===== config.mk =====
export PLATFORM = sky130hd
export DESIGN_NAME = puzzle_select
export DESIGN_NICKNAME = d
export VERILOG_FILES = /design/src/rtl/puzzle_pkg.sv /design/src/rtl/puzzle_lfsr.sv /design/src/rtl/puzzle_select.sv
export SDC_FILE = /design/constraint.sdc
export NUM_CORES = 1
export LEC_CHECK = 0
export BUFFER_PORTS_ARGS = -buffer_cell sky130_fd_sc_hd__buf_2
export CAP_MARGIN = 25
export CORE_MARGIN = 2
export CORE_UTILIZATION = 52
export DETAILED_ROUTE_END_ITERATION = 6
export PLACE_DENSITY = 0.71
export SYNTH_ARGS = -nofsm -noshare
export SYNTH_HDL_FRONTEND = slang
export SYNTH_HIERARCHICAL = 1
export SYNTH_SLANG_ARGS = --single-unit
export TNS_END_PERCENT = 30

===== constraint.sdc =====
create_clock -name clk -period 4.8 [get_ports clk]
set_input_delay 0 -clock clk [delete_from_list [all_inputs] [get_ports clk]]
set_output_delay 0 -clock clk [all_outputs]
set_load 0.02 [all_outputs]

===== src/rtl/puzzle_pkg.sv =====
// Shared constants, FSM state type and helpers for the puzzle-set index selector.
package puzzle_pkg;

  localparam int unsigned IDX_W    = 4;
  localparam int unsigned NUM_SETS = 16;
  localparam int unsigned LFSR_W   = 8;
  localparam int unsigned CNT_W    = 5;

  // Feedback taps: bits 7, 5, 4, 3 (maximal-length 8-bit Fibonacci LFSR).
  localparam logic [LFSR_W-1:0] LFSR_TAPS = 8'b1011_1000;

  typedef enum logic [1:0] {
    IDLE,
    SEARCH,
    PRESENT
  } state_e;

  // Number of set bits in a 16-bit mask; used to size a full deck.
  function automatic logic [CNT_W-1:0] popcount16(input logic [NUM_SETS-1:0] v);
    logic [CNT_W-1:0] c;
    c = '0;
    for (int i = 0; i < NUM_SETS; i++) begin
      c = c + CNT_W'(v[i]);
    end
    return c;
  endfunction

endpackage


===== src/rtl/puzzle_lfsr.sv =====
// Free-running 8-bit Fibonacci LFSR with a zero-seed guard.
// Ports:
//   clk, rst_n : clock, async active-low reset (loads SEED, or 1 if SEED is 0)
//   en         : advance one step per cycle when high
//   state      : low OUT_W bits of the shift register
module puzzle_lfsr
  import puzzle_pkg::*;
#(
  parameter logic [LFSR_W-1:0] SEED  = 8'hA5,
  parameter int unsigned       OUT_W = LFSR_W
) (
  input  logic             clk,
  input  logic             rst_n,
  input  logic             en,
  output logic [OUT_W-1:0] state
);

  // An all-zero LFSR would lock up, so a zero seed is replaced by 1.
  localparam logic [LFSR_W-1:0] SAFE_SEED = (SEED == '0) ? LFSR_W'(1) : SEED;

  logic [LFSR_W-1:0] lfsr_q;
  logic [LFSR_W-1:0] lfsr_d;
  logic              fb;

  // Next-state: shift left, feedback into bit 0.
  always_comb begin
    fb     = ^(lfsr_q & LFSR_TAPS);
    lfsr_d = lfsr_q;
    if (en) begin
      lfsr_d = {lfsr_q[LFSR_W-2:0], fb};
    end
  end

  always_ff @(posedge clk or negedge rst_n) begin
    if (!rst_n) begin
      lfsr_q <= SAFE_SEED;
    end else begin
      lfsr_q <= lfsr_d;
    end
  end

  assign state = lfsr_q[OUT_W-1:0];

endmodule


===== src/rtl/puzzle_select.sv =====
// Picks the puzzle-set index for the lookup table: on each new-game request it
// deals a pseudo-random allowed index, never repeating one until the deck of
// allowed indices is exhausted, and holds it with puzzle_valid until the next request.
// Ports:
//   clk, rst_n   : clock, async active-low reset
//   new_req      : new-game request level; rising edge starts a draw
//   index        : selected puzzle index (registered)
//   puzzle_valid : index is stable and usable (registered)
//   puzzles_left : allowed indices not yet dealt in the current deck (registered)
//   deck_wrap    : one-cycle pulse when the deck is recycled (registered)
module puzzle_select
  import puzzle_pkg::*;
#(
  parameter logic [LFSR_W-1:0]   LFSR_SEED    = 8'hA5,
  parameter logic [NUM_SETS-1:0] EXCLUDE_MASK = 16'h4000
) (
  input  logic             clk,
  input  logic             rst_n,
  input  logic             new_req,
  output logic [IDX_W-1:0] index,
  output logic             puzzle_valid,
  output logic [CNT_W-1:0] puzzles_left,
  output logic             deck_wrap
);

  localparam logic [CNT_W-1:0] ALLOWED = popcount16(~EXCLUDE_MASK);

  state_e              state_q, state_d;
  logic [IDX_W-1:0]    index_q, index_d;
  logic                valid_q, valid_d;
  logic [CNT_W-1:0]    left_q, left_d;
  logic                wrap_q, wrap_d;
  logic [NUM_SETS-1:0] used_q, used_d;
  logic                req_q;

  logic [IDX_W-1:0]    cand;
  logic                req_rise;
  logic                hit;
  logic                enter_search;

  // Only the low nibble is needed as a candidate index.
  puzzle_lfsr #(
    .SEED  (LFSR_SEED),
    .OUT_W (IDX_W)
  ) u_lfsr (
    .clk   (clk),
    .rst_n (rst_n),
    .en    (1'b1),
    .state (cand)
  );

  // Next-state and registered-output logic.
  always_comb begin
    state_d  = state_q;
    index_d  = index_q;
    valid_d  = valid_q;
    left_d   = left_q;
    used_d   = used_q;
    wrap_d   = 1'b0;

    req_rise     = new_req & ~req_q;
    hit          = ~used_q[cand] & ~EXCLUDE_MASK[cand];
    enter_search = 1'b0;

    unique case (state_q)
      IDLE: begin
        enter_search = req_rise;
      end
      SEARCH: begin
        // Requests are ignored here; a hit always wins.
        if (hit) begin
          index_d       = cand;
          used_d[cand]  = 1'b1;
          left_d        = left_q - CNT_W'(left_q != '0);
          valid_d       = 1'b1;
          state_d       = PRESENT;
        end
      end
      PRESENT: begin
        enter_search = req_rise;
      end
      default: begin
        state_d = IDLE;
      end
    endcase

    if (enter_search) begin
      state_d = SEARCH;
      valid_d = 1'b0;
      // Recycle the deck but keep the just-shown index out of it, unless it
      // is the only allowed index, in which case it must be re-issued.
      if (left_q == '0) begin
        used_d = (ALLOWED > CNT_W'(1)) ? (NUM_SETS'(1) << index_q) : '0;
        left_d = ALLOWED - CNT_W'(1);
        wrap_d = 1'b1;
      end
    end
  end

  always_ff @(posedge clk or negedge rst_n) begin
    if (!rst_n) begin
      state_q <= IDLE;
      index_q <= '0;
      valid_q <= 1'b0;
      left_q  <= ALLOWED;
      wrap_q  <= 1'b0;
      used_q  <= '0;
      req_q   <= 1'b0;
    end else begin
      state_q <= state_d;
      index_q <= index_d;
      valid_q <= valid_d;
      left_q  <= left_d;
      wrap_q  <= wrap_d;
      used_q  <= used_d;
      req_q   <= new_req;
    end
  end

  assign index        = index_q;
  assign puzzle_valid = valid_q;
  assign puzzles_left = left_q;
  assign deck_wrap    = wrap_q;

endmodule


---- Yosys cells after proc, flatten, opt, wreduce, memory -nomap -nowiden ----
Memories as Yosys holds them, arrays and structs flattened.
Cells that the tools add are included.
word-level totals
  word-level logic and storage cells ...... 56
  memory bits (read-only) ................. 16
  output and inout port bits .............. 11
  bits in registers ....................... 38
  memories ................................ 1
  bits of input ports ..................... 3
memory list
  name             depth  width  rd ports  clocked after memory_dff  wr ports  line                 text
  (no name shown)  16     1      1         0                         0         puzzle_select.sv:62  hit = ~used_q[cand] & ~EXCLUDE_MASK[cand];
operators by class
  reductions and logical operators ........ 11
  mux-type cells .......................... 22
  eq/ne operators ......................... 4
  magnitude comparators ................... 2
  add/sub/neg operators ................... 1
  bitwise operators ....................... 6
  shifts and indexed selects .............. 1
operators by type and width
  kind                    number
  $mux W16                4
  $mux W5                 4
  $or A16 B16 Y16         1
  $shl A1 B4 Y16 const A  1
  $mux W1                 9
  $reduce_xor A8 Y1       1
  $reduce_and A2 Y1       3
  $logic_not A5 Y1        1
  $lt A4 B5 Y1 const B    1
  $reduce_bool A5 Y1      1
  $sub A5 B1 Y5           1
  $bmux W1 S4             1
  $demux W1 S4            1
  $ge A4 B1 Y1 const B    1
  $mux W2                 2
  $pmux W2 S2             1
  $reduce_bool A2 Y1      2
  $ne A3 B3 Y1 const B    1
  $not A1 Y1              3
  $and A1 B1 Y1           2
  $eq A2 B1 Y1 const B    1
  $eq A2 B2 Y1 const B    1
  $logic_not A2 Y1        1
  $ne A2 B1 Y1 const B    1
  other kinds (2)         2

---- Depth between registers and ports, before layout ----
  word-level depth ........................ 9
  mapped depth ............................ 9
  mapped depth without buffers ............ 6

---- Cells and area by module ----
Netlist, hierarchy kept.
by module, submodules not included
  module         times used  cells an instance  area each (sq um)
  puzzle_select  1           165                1641.6
  puzzle_lfsr    1           25                 354.1

---- Worst setup path after synthesis ----
OpenSTA, ideal clock, no wires.
  path type ............................... flip-flop to flip-flop
  from .................................... register u_lfsr.lfsr_q[1]
  to ...................................... register used_q[2]
  data arrival time ....................... 1.852 ns
  library setup time ...................... 0.104 ns
  path buffers ............................ 3
  cell stages (with the launch flop) ...... 9
  setup slack ............................. 2.844 ns
  required time ........................... 4.696 ns
  cells stage by stage .................... dfrtp_1 buf_4 buf_6 mux2_4 o22a_4 a31oi_4 nor2_4 buf_6 o41ai_2
between the ends
  longest elaborated chain between the ends .. 9
  elaborated cells between the ends (all ways) .. 17
RTL lines
  item                                                                       line                  text
  from (decl)                                                                puzzle_lfsr.sv:21     logic [LFSR_W-1:0] lfsr_q;
  from (signal assigned)                                                     puzzle_lfsr.sv:38     lfsr_q <= lfsr_d;
  $lt A4 B5 Y1 (not written as such) / $ge A4 B1 Y1 (equally long branches)  puzzle_select.sv:73   used_d[cand] = 1'b1;
  $logic_and A1 B1 Y1 (not written as such)                                  puzzle_select.sv:73
  $mux W1 (not written as such)                                              puzzle_select.sv:73
  $demux W1 S4                                                               puzzle_select.sv:73
  $or A16 B16 Y16 (no source line)                                           n/a
  $mux W16 *                                                                 puzzle_select.sv:71   if (hit) begin
  $mux W16 *                                                                 puzzle_select.sv:65   unique case (state_q)
  $mux W16                                                                   puzzle_select.sv:92   if (left_q == '0) begin
  $mux W16 *                                                                 puzzle_select.sv:87   if (enter_search) begin
  net used_d[2]                                                              puzzle_select.sv:33   logic [NUM_SETS-1:0] used_q, used_d;
  to (signal assigned)                                                       puzzle_select.sv:115  used_q <= used_d;
  to (decl)                                                                  puzzle_select.sv:33
Mark *: on every way through the listed nets, which the timed path passes. The rest lies on a longest branch. The select of a mux whose other input is x is not followed.
A chain may end at the register's enable or synchronous reset.

---- Final worst setup path ----
  from .................................... register u_lfsr.lfsr_q[1]
  to ...................................... register index_q[3], in the netlist index[3]
between the ends
  longest elaborated chain between the ends .. 5
  elaborated cells between the ends (all ways) .. 8
RTL lines
  item                                                  line                  text
  $mem_v2 Z16 W1 / $bmux W1 S4 (equally long branches)  n/a
  $mux W1 (not written as such)                         puzzle_select.sv:62
  $not A1 Y1                                            puzzle_select.sv:62
  $and A1 B1 Y1 *                                       puzzle_select.sv:62
  $reduce_and A2 Y1 (no source line) *                  n/a
  to (signal assigned)                                  puzzle_select.sv:111  index_q <= index_d;
  to (decl)                                             puzzle_select.sv:29   logic [IDX_W-1:0] index_q, index_d;
Every way passes the cells marked *; elsewhere a longest branch is shown, timed or not. The select of a mux whose other input is x is not followed.

==> results.json <==
{
  "timing.critical_path.arrival_ns": 2.68,
  "yosysWarningCount": 6,
  "htreeDepth": 2,
  "pin_count_of_the_biggest_net_entering_global_routing": 38,
  "layout.nets": 199,
  "tritoncts": "done",
  "netlist_instances": 190,
  "synth_seq_area_share_pct": 46.90,
  "detailed_place.area_sq_um": 2019,
  "route.detailed.wl_per_inst_microns": 16.52,
  "post_synth_num_cell_types": 43,
  "achievable-frequency_mhz": 397.9,
  "worst_skew_pair.late_latency_ns": 0.29,
  "fraction_of_layout_instances_using_a_drive_strength_above_1_pct": 24.62,
  "port_buffers": 13,
  "report.final.hold_viol_count": 0,
  "crit_path_end_kind": "register",
  "ctsRootBufferMaster": "sky130_fd_sc_hd__clkbuf_8",
  "cts-resized-gates": 0,
  "drt_pre_antenna_iters": 4,
  "timing.rr.end": "index[3]",
  "dp.final_hpwl_microns": 2734,
  "setup.reg_to_reg.worst_slack_ns": 2.29,
  "cp-endpoint": "index[3]",
  "crit_path_max_incr_delay_ns": 0.81,
  "die_area_sq_um": 4349,
  "io_pins": 14,
  "layout_commonest_cell": "sky130_fd_sc_hd__dfrtp_1",
  "crit_path_start": "u_lfsr/lfsr_q[1]",
  "r2r_cells": 5,
  "critPathLaunchType": "register",
  "status": "completed",
  "gpl.final_weighted_congestion": 0.8784,
  "setup_viol": 0,
  "layout-area-overhead-vs-synth_pct": 6.708,
  "crit_path_cell_trace": "mux2i_1, o221ai_1, nor2_2, nor2_4, mux2_2",
  "die_h_microns": 65.95,
  "timing_worst_slew_pin_value_ns": 0.8178,
  "cts-root-to-sink-buffers": 2,
  "drc": 0,
  "gr-usage-all-layers_pct": 20.63,
  "ant_nets": 0,
  "postSynthRegisterBits": 37,
  "slew_viol_final": 0,
  "setup.worst_path.class": "register to register",
  "finalWirelength_microns": 4015,
  "grt_pass1_wl_microns": 6672,
  "finalCriticalPeriod_ns": 2.513,
  "core-area_sq_um": 3689,
  "worst_setup_hold_path_clk_slew_ns": 0.07,
  "rsz_0062_raised_after_global_routing": "no",
  "required_ns": 4.97,
  "timing.rr.start": "u_lfsr/lfsr_q[1]",
  "synth_area_sq_um": 1996,
  "setup_tns_ns": 0,
  "first_iter_violations": 160,
  "synth-edff-count": 0,
  "min_period_over_period_pct": 52.36,
  "die-width_microns": 65.95,
  "antenna-diode-count": 0,
  "via_per_inst": 6.041,
  "nFillCells": 321,
  "critical_path.slowest_cell": "sky130_fd_sc_hd__dfrtp_1",
  "floorplan.initialDensity_pct": 54.10,
  "rows": 22,
  "number_of_vias_in_the_routed_layout": 1468,
  "synthArstFlopShare_pct": 100.0,
  "postCtsSetupBuffers": 0,
  "first_global_vias": 1395,
  "max_slew_margin_vs_limit_pct": 45.48,
  "power_per_cell_area_nw_per_um2": 587.5,
  "maxCapViolations": 0,
  "syn_avg_cell_area_sq_um": 10.50,
  "cts.sink_count": 37,
  "finalClockSkew_ns": 0.01024,
  "max-vdd-ir-drop_v": 0.0003278,
  "antenna_found_initial": 0,
  "ys.flop_type": "sky130_fd_sc_hd__dfrtp_1",
  "hp-class": "input port to asynchronous set/reset pin",
  "number_of_clock_buffers_inserted_by_tritoncts": 5,
  "mostFrequentLayoutCells": "29 x sky130_fd_sc_hd__dfrtp_1, 16 x sky130_fd_sc_hd__o21ai_0, 13 x sky130_fd_sc_hd__buf_2, 11 x sky130_fd_sc_hd__nor2_1, 11 x sky130_fd_sc_hd__a21oi_1",
  "cp_max_fo": 18,
  "stdcell_area_sq_um": 2130,
  "synth_fp_nets": 195,
  "globalRouteOverflowTotal": 0,
  "leakagePower_nw": 0.8382
}
-- power breakdown --
group | switching [W] | internal, W | total (W)
registers | 0.000180 | 0.000422 | 0.000603
clock network | 0.000105 | 0.000117 | 0.000222
logic | 0.000234 | 0.000193 | 0.000427
-- cell type report --
| class | count | area [sq um] | share of cell area (%) |
|---|---|---|---|
| clock buffer | 8 | 90.09 | 4.230 |
| inverter | 7 | 26.28 | 1.234 |
| multi-input combinational | 128 | 932.1 | 43.77 |
| sequential | 37 | 935.9 | 43.95 |
| tap | 48 | 60.06 | 2.820 |
| timing repair buffer | 15 | 85.08 | 3.995 |
-- flip-flops by register name, summed over array words and instances (netlist names) --
signal         count
deck_wrap          1
index              4
puzzle_valid       1
puzzles_left       5
req_q              1
state_q            2
u_lfsr/lfsr_q      8
used_q            15
-- worst min path at each step --
| stage | start | to | slack, ns | cells after the start |
|---|---|---|---|---|
| after floorplan | rst_n | deck_wrap | -0.30 | 0 |
| after global placement | rst_n | puzzles_left[4] | 0.12 | 1 |
| after detailed placement | rst_n | puzzles_left[4] | 0.14 | 1 |
| after CTS | rst_n | puzzles_left[4] | 0.36 | 2 |
| after global routing | new_req | req_q | 0.38 | 2 |
| final | rst_n | puzzle_valid | 0.33 | 2 |
-- Yosys cell counts (4+ instances only) --
cell                       number  area (sq um)
sky130_fd_sc_hd__nand2b_1       6         37.54
sky130_fd_sc_hd__dfrtp_1       29         725.7
sky130_fd_sc_hd__nand2_1        5         18.77
sky130_fd_sc_hd__nand3_1        6         30.03
sky130_fd_sc_hd__a21oi_1       11         55.05
sky130_fd_sc_hd__nor2b_1        4         25.02
sky130_fd_sc_hd__xnor2_1        4         35.03
sky130_fd_sc_hd__nor4_1         4         25.02
sky130_fd_sc_hd__o31ai_1        6         45.04
sky130_fd_sc_hd__clkbuf_1       8         30.03
sky130_fd_sc_hd__buf_4          4         30.03
sky130_fd_sc_hd__o21ai_0       16         80.08
sky130_fd_sc_hd__inv_1          7         26.28
sky130_fd_sc_hd__mux2i_1        8         80.08
sky130_fd_sc_hd__nor2_1        11         41.29
sky130_fd_sc_hd__mux2_2        10         112.6
sky130_fd_sc_hd__dfstp_2        8         210.2
-- logic make-up after synthesis --
logic type / Yosys count / synth area share, %
XOR/XNOR: 4 / 1.755
AO/OA/AOI/OAI: 50 / 18.24
multiplexers: 20 / 11.16
AND/OR/NAND/NOR: 51 / 14.11
flip-flops: 37 / 46.90
buffers and inverters: 25 / 6.395
other: 1 / 0.1879
adder cells (fa/ha/maj): 2 / 1.254
-- critical path: cells and delay by family, from the launching register on --
family / cells / cell delay (ns)
AO/OA/AOI/OAI: 1 / 0.40
flip-flops: 1 / 0.81
multiplexers: 2 / 0.60
AND/OR/NAND/NOR: 2 / 0.57
-- per-layer routing --
layer	track usage, %	routed length [microns]	vias up
met3	5.792	179	8
met2	32.58	1923	35
met4	8.163	71	0
met1	26.82	1840	732
met5	0	0	-
li1	-	-	693
-- what timing repair did --
action	in CTS	in global routing
hold endpoints to repair	30	0
endpoints found under the setup margin	0	0
hold buffers	2	0
-- stage by stage --
| step | setup slack (ns) | hold WS (ns) | utilization [%] | std cells | total power [W] |
|---|---|---|---|---|---|
| finish | 2.287 | 0.3321 | 57.73 | 243 | 0.001251 |
| global placement | 2.346 | 0.1215 | 54.75 | 233 | 0.001008 |
| global route | 2.138 | 0.3783 | 57.73 | 243 | 0.001331 |
| detailed placement | 2.318 | 0.1400 | 54.75 | 233 | 0.001029 |
| floorplan | 2.844 | -0.2956 | - | 190 | 0.0009380 |
| CTS | 2.294 | 0.3561 | 57.73 | 243 | 0.001254 |
Power figures use the tool's default switching activity.
